`config.mk`:
```
export PLATFORM = sky130hd
export DESIGN_NAME = paridade_stream
export DESIGN_NICKNAME = d
export VERILOG_FILES = /design/src/rtl/paridade_stream.sv
export SDC_FILE = /design/constraint.sdc
export NUM_CORES = 1
export LEC_CHECK = 0
export ABC_CLOCK_PERIOD_IN_PS = 1400
export CORE_MARGIN = 8
export CORE_UTILIZATION = 42
export DETAILED_ROUTE_END_ITERATION = 8
export GPL_TIMING_DRIVEN = 0
export HOLD_SLACK_MARGIN = 0.08
export PLACE_DENSITY = 0.74
export SLEW_MARGIN = 20
export SYNTH_ARGS = -nofsm -noshare
export SYNTH_HDL_FRONTEND = slang
export SYNTH_SLANG_ARGS = --single-unit
export TNS_END_PERCENT = 100
```
`constraint.sdc`:
```
create_clock -name clk -period 1.4 [get_ports clk]
set_input_delay 0.14 -clock clk [delete_from_list [all_inputs] [get_ports clk]]
set_output_delay 0.14 -clock clk [all_outputs]
set_load 0.02 [all_outputs]
```
`src/rtl/paridade_stream.sv`:
```
// rtl/paridade_stream.sv - frame parity generator/checker with valid/ready handshakes
module paridade_stream #(
  parameter int WIDTH     = 8,
  parameter int FRAME_LEN = 4,
  parameter int CNT_W     = 8
) (
  input  logic             clk,
  input  logic             rst,
  input  logic             mode,
  input  logic             odd_sel,
  input  logic             in_valid,
  output logic             in_ready,
  input  logic [WIDTH-1:0] in_data,
  input  logic             in_par,
  output logic             out_valid,
  input  logic             out_ready,
  output logic             out_par,
  output logic             out_err,
  output logic [CNT_W-1:0] err_cnt,
  input  logic             clr_err,
  output logic             busy
);

  localparam int IW = $clog2(FRAME_LEN) + 1;
  localparam logic [IW-1:0] LAST_IDX = IW'(FRAME_LEN - 1);
  localparam logic [CNT_W-1:0] CNT_MAX = '1;

  typedef enum logic [1:0] {
    IDLE  = 2'd0,
    ACCUM = 2'd1,
    EMIT  = 2'd2
  } state_t;

  state_t        state;
  logic          acc;
  logic [IW-1:0] idx;
  logic          mode_l;
  logic          odd_l;

  logic word_par;
  logic in_fire;
  logic out_fire;
  logic first_word;
  logic last_word;
  logic acc_base;
  logic eff_mode;
  logic eff_odd;
  logic frame_par;

  // The first word of a frame uses the live mode/odd_sel; later words use the latched copies
  assign word_par   = ^in_data;
  assign in_fire    = in_valid & in_ready;
  assign out_fire   = out_valid & out_ready;
  assign first_word = (state == IDLE);
  assign last_word  = first_word ? (FRAME_LEN == 1) : (idx == LAST_IDX);
  assign acc_base   = first_word ? 1'b0 : acc;
  assign eff_mode   = first_word ? mode : mode_l;
  assign eff_odd    = first_word ? odd_sel : odd_l;
  assign frame_par  = acc_base ^ word_par ^ eff_odd;
  assign busy       = (state != IDLE);

  // Frame FSM: accumulate word parities, then hold the registered result until consumed
  always_ff @(posedge clk or posedge rst) begin
    if (rst) begin
      state     <= IDLE;
      acc       <= 1'b0;
      idx       <= '0;
      mode_l    <= 1'b0;
      odd_l     <= 1'b0;
      in_ready  <= 1'b0;
      out_valid <= 1'b0;
      out_par   <= 1'b0;
      out_err   <= 1'b0;
    end else begin
      case (state)
        EMIT: begin
          if (out_fire) begin
            state     <= IDLE;
            out_valid <= 1'b0;
            in_ready  <= 1'b1;
          end
        end
        default: begin
          in_ready <= 1'b1;
          if (in_fire) begin
            acc <= acc_base ^ word_par;
            if (first_word) begin
              mode_l <= mode;
              odd_l  <= odd_sel;
            end
            if (last_word) begin
              state     <= EMIT;
              idx       <= '0;
              in_ready  <= 1'b0;
              out_valid <= 1'b1;
              out_par   <= frame_par;
              out_err   <= eff_mode & (in_par != frame_par);
            end else begin
              state <= ACCUM;
              idx   <= idx + IW'(1);
            end
          end
        end
      endcase
    end
  end

  // Saturating error counter; a clear request overrides a same-cycle increment
  always_ff @(posedge clk or posedge rst) begin
    if (rst) begin
      err_cnt <= '0;
    end else if (clr_err) begin
      err_cnt <= '0;
    end else if (out_fire && out_err && (err_cnt != CNT_MAX)) begin
      err_cnt <= err_cnt + CNT_W'(1);
    end
  end

endmodule

```
Yosys cells after proc, flatten, opt, wreduce, memory -nomap -nowiden
Cells that the tools add are included.
Widths: inputs -> output; s select.
- bits in registers: 20
- bits in latches: 0
- RAM bits: 0
- ROM bits: 0
- input bits: 16
- output and inout port bits: 13
- logic and storage cells: 54
- memories: 0
- add/subtract/negate cells: 2
- $mul: 0
- divide/modulo/power cells: 0
- magnitude comparators: 0
- equality and inequality tests: 5
- shifts and indexed selects: 0
- muxes and demuxes: 19
- bitwise logic cells: 6
- reductions and logical operators: 12
- operator list (operator ; number):
    $mux 8 ; 2
    $mux 1 ; 12
    $add 8x1->8 const B ; 1
    $mux 2 ; 4
    $ne 8x8->1 const B ; 1
    $reduce_bool 2->1 ; 4
    $reduce_xor 8->1 ; 1
    $reduce_and 3->1 ; 2
    $reduce_and 2->1 ; 2
    $add 3x1->3 const B ; 1
    $and 1x1->1 ; 3
    $eq 3x2->1 const B ; 1
    $mux 3 ; 1
    $eq 2x2->1 const B ; 1
    $logic_and 1x1->1 ; 2
    $logic_not 2->1 ; 1
    $ne 2x2->1 const B ; 1
    $xor 1x1->1 ; 2
    $ne 1x1->1 ; 1
    $not 1->1 ; 1

Longest topological paths before layout
- depth after elaboration: 6
- depth in mapped cells: 6
- depth with buffers taken out: 6

Worst setup path before layout
No wires, ideal clock.
- path kind: register -> register
- start point: register err_cnt[0]
- end point: register err_cnt[3]
- library setup time: 78 ps
- arrival time: 1568 ps
- required time: 1322 ps
- setup slack: -246 ps
- cell stages (with the launch flop): 6
- path buffers: 0
- period minus slack after synthesis: 1646 ps
- path through: dfrtp_1 -> ha_1 -> nand3_1 -> o2111ai_2 -> or3_1 -> a21oi_1
- cells in the longest elaborated chain, start to end: 3
- elaborated cells on any way between the ends: 6
- classes of those cells: 1 x add/sub; 1 x eq/ne; 2 x mux; 2 x reduce/logical
- ends and longest elaborated chain (element ; line ; RTL):
    start: declaration ; 19 ; output logic [CNT_W-1:0] err_cnt,
    start signal: assignment ; 115 ; err_cnt <= err_cnt + CNT_W'(1);
    $add 8x1->8 / $ne 8x8->1 (equally long branches) ; 115, 114 ;
    $mux 8 / $logic_and 1x1->1 (equally long branches) ; 114 ; end else if (out_fire && out_err && (err_cnt != CNT_MAX)) begin
    $mux 8 / $reduce_bool 2->1 (equally long branches) ; -- ;
Several ways; a longest one is shown, not always the timed one. The select of a mux whose other input is x is not followed.
A chain may end at the register's enable or synchronous reset.

Worst setup path after layout
- start point: register err_cnt[5]
- end point: register err_cnt[5]
Same word-level chain as after synthesis.

==> run metrics <==
Final period util=109%; Yosys reg bits=20; Final Instance Area=1730 sq um; CTS HTree Levels=1; Cells after DPL=168; Hold-fix buffers, CTS=0; main combinational cell family by area after synthesis=simple AND/OR/NAND/NOR gates; vias in the first global route=1044; top-area cell type share of the netlist area=47.4%; Final WS setup=-0.121 ns; pin count of the biggest net entering global routing=21; CP endpoint kind=flop; Min-Delay Path Class=input pin to flop; FF-to-FF End=err_cnt[5]; Crit Path Max Fanout=5; IO Count=29; mux cell area share after synthesis=3.08%; CP endpoint=err_cnt[5]; Die H=66.1 um; first-pass GRT wire length=4640 um; RSZ-0062 raised after global routing=true; Residual DRC=0; Post-Route Skew=0.000972 ns; WS Path Type=flop to flop; RR Startpoint=err_cnt[5]; Avg Inst Size Synth=9.50 sq um; clk buf depth=2; clock root buffer=clkbuf_4; Min Clock Period, post-route=1.52 ns; Simple-Gate Fraction of Synth Area=19.7%; Area Growth Syn to Fin=64.2%; drt first pass iters=4; initial DRC count=35; Post-synth top flop=dfrtp_1; Post-synth EDFFs=0; pwr/cell area=1450 nW/um^2; Slew headroom=48.7%; clock sink count=20; async set-reset flop share out of synthesis=100%; Final ANT Viol Nets=0; final instance count without filler cells=192; maximum VDD drop=0.969 mV; Gate Count Post-Synth=111; most frequent cell after synthesis=dfrtp_1; WL/cell=15.4 um; max_cap viols=0; Distinct cells, synth=27; status=finished, violations left; R2R depth=6; Seq/Total Area, Yosys=47.4%; via count=1006; DIE WIDTH=66.1 um; Diodes inserted=0; Worst Path Required=1.59 ns; placed inst area=1410 sq um; antenna violations before repair=0; Row Count=18; final hold vios=0; Tot GR Track Use=13.5%; slew of the pin with the lowest slew margin=0.768 ns; dpl hpwl=1840 um; Clk Latency, worst-skew pair=0.30 ns; adder-cell area share of the yosys netlist=2.37%; P_leak=0.000818 uW; routability cong.=0.800; Synth Area in Compound Gates=11.2%; CTS clk-pin slew, worst paths=0.11 ns; Synth area leader=dfrtp_1; syn nets=129; Worst R2R Setup Slack=-0.12 ns; Initial Util=43.4%; main area contributors after synthesis=dfrtp_1 47%, xnor2_1 8.3%, nor2_1 5.7%; synth cell count leaders=20 x dfrtp_1, 16 x nor2_1, 14 x nand2_1; share of cells above drive strength 1=34.6%; Setup TNS Final=-0.601 ns; Post-Synth XOR/XNOR Area=14.5%; CTS buffer count=3; CTS tree=yes; YS warnings=0; fmax=0.657 GHz; final setup fails=8; Buffers on Ports=27; die area=4370 sq um; critical path startpoint=err_cnt[5]; failing checks=setup timing; wirelength, routed=2960 um; arrival time at the worst endpoint=1.71 ns; total core area=2430 sq um; vias per cell=5.24; Worst setup SP type=flop; Mapped Area=1050 sq um; final net count=181; grt total ovfl=0; Pins Over Slew Limit=0
## sequential cells by signal, summed over array words and instances (netlist names)
signal     cells
out_valid      1
err_cnt        8
acc            1
out_par        1
state          2
out_err        1
idx            3
in_ready       1
mode_l         1
odd_l          1
## cell usage in the layout, fill, tap and decap left out, types with 4 or more instances in the layout
cell type	netlist	layout
dfrtp_1	20	14
nor2_1	16	13
clkdlybuf4s50_1	0	6
dlymetal6s2s_1	0	7
xnor2_2	1	6
nand3_1	6	4
dlygate4sd2_1	0	11
o21ai_0	9	8
dfrtp_2	0	6
nand2_1	14	14
buf_4	0	18
xnor2_1	10	5
## critical path, stage by stage, from the launching register on
cell and delay (ns):
dfrtp_1 0.41, nand4_1 0.18, buf_4 0.20, o2111ai_4 0.28
nor3_2 0.10, xnor2_1 0.18, nor2_1 0.06
## metrics by stage
step	hold slack (ns)	utilization, %	power [uW]	setup WS, ns
after floorplan	0.104	-	1480	-0.0611
after global placement	0.459	57.8	1730	-0.463
after detailed placement	0.463	57.8	1760	-0.517
after CTS	0.167	63.5	2350	-0.0867
after global routing	0.190	71.2	2680	-0.208
final	0.171	71.2	2520	-0.121
## report_power, final
group / switching [uW] / internal [uW]
Combinational: 600 / 674
Sequential: 163 / 742
Clock: 178 / 159
## worst min-delay path by stage
stage	start	end	slack, ns	cells after the start
floorplan	rst	acc	0.10	1
global placement	idx[2]	idx[2]	0.46	1
detailed placement	idx[2]	idx[2]	0.46	1
CTS	clr_err	err_cnt[1]	0.17	2
global route	clr_err	err_cnt[2]	0.19	2
finish	clr_err	err_cnt[5]	0.17	2
## per-layer routing
metal,vias to the layer above,global-route usage [%],routed length (um)
met5,-,0,0
met4,0,6.67,82
met3,9,4.92,187
met2,33,23.4,1490
met1,477,14.0,1190
li1,487,-,-
## timing repair
action / in CTS / in global routing
pin swaps: 13 / 22
gates cloned: 1 / 0
gates resized for setup: 22 / 31
setup endpoints to repair: 24 / 15
setup buffers: 11 / 10
## area by class of cell
cell class              instances  area (sq um)
multi-input cells              87           708
fillers                       189           701
flip-flops and latches         20           508
repair buffers                 47           427
well taps                      30          37.5
clock buffers                   4          36.3
inverters                       3          11.3
plain buffers                   1          3.75
## cell families (layout without fill, tap and decap cells)
logic type,after synthesis,in the layout
mux,3,3
flops,20,20
fa+ha+maj,2,2
buf+inv,5,55
simple gates,47,47
xor+xnor,15,15
compound gates,19,20
(Power assumes the default switching activity.)
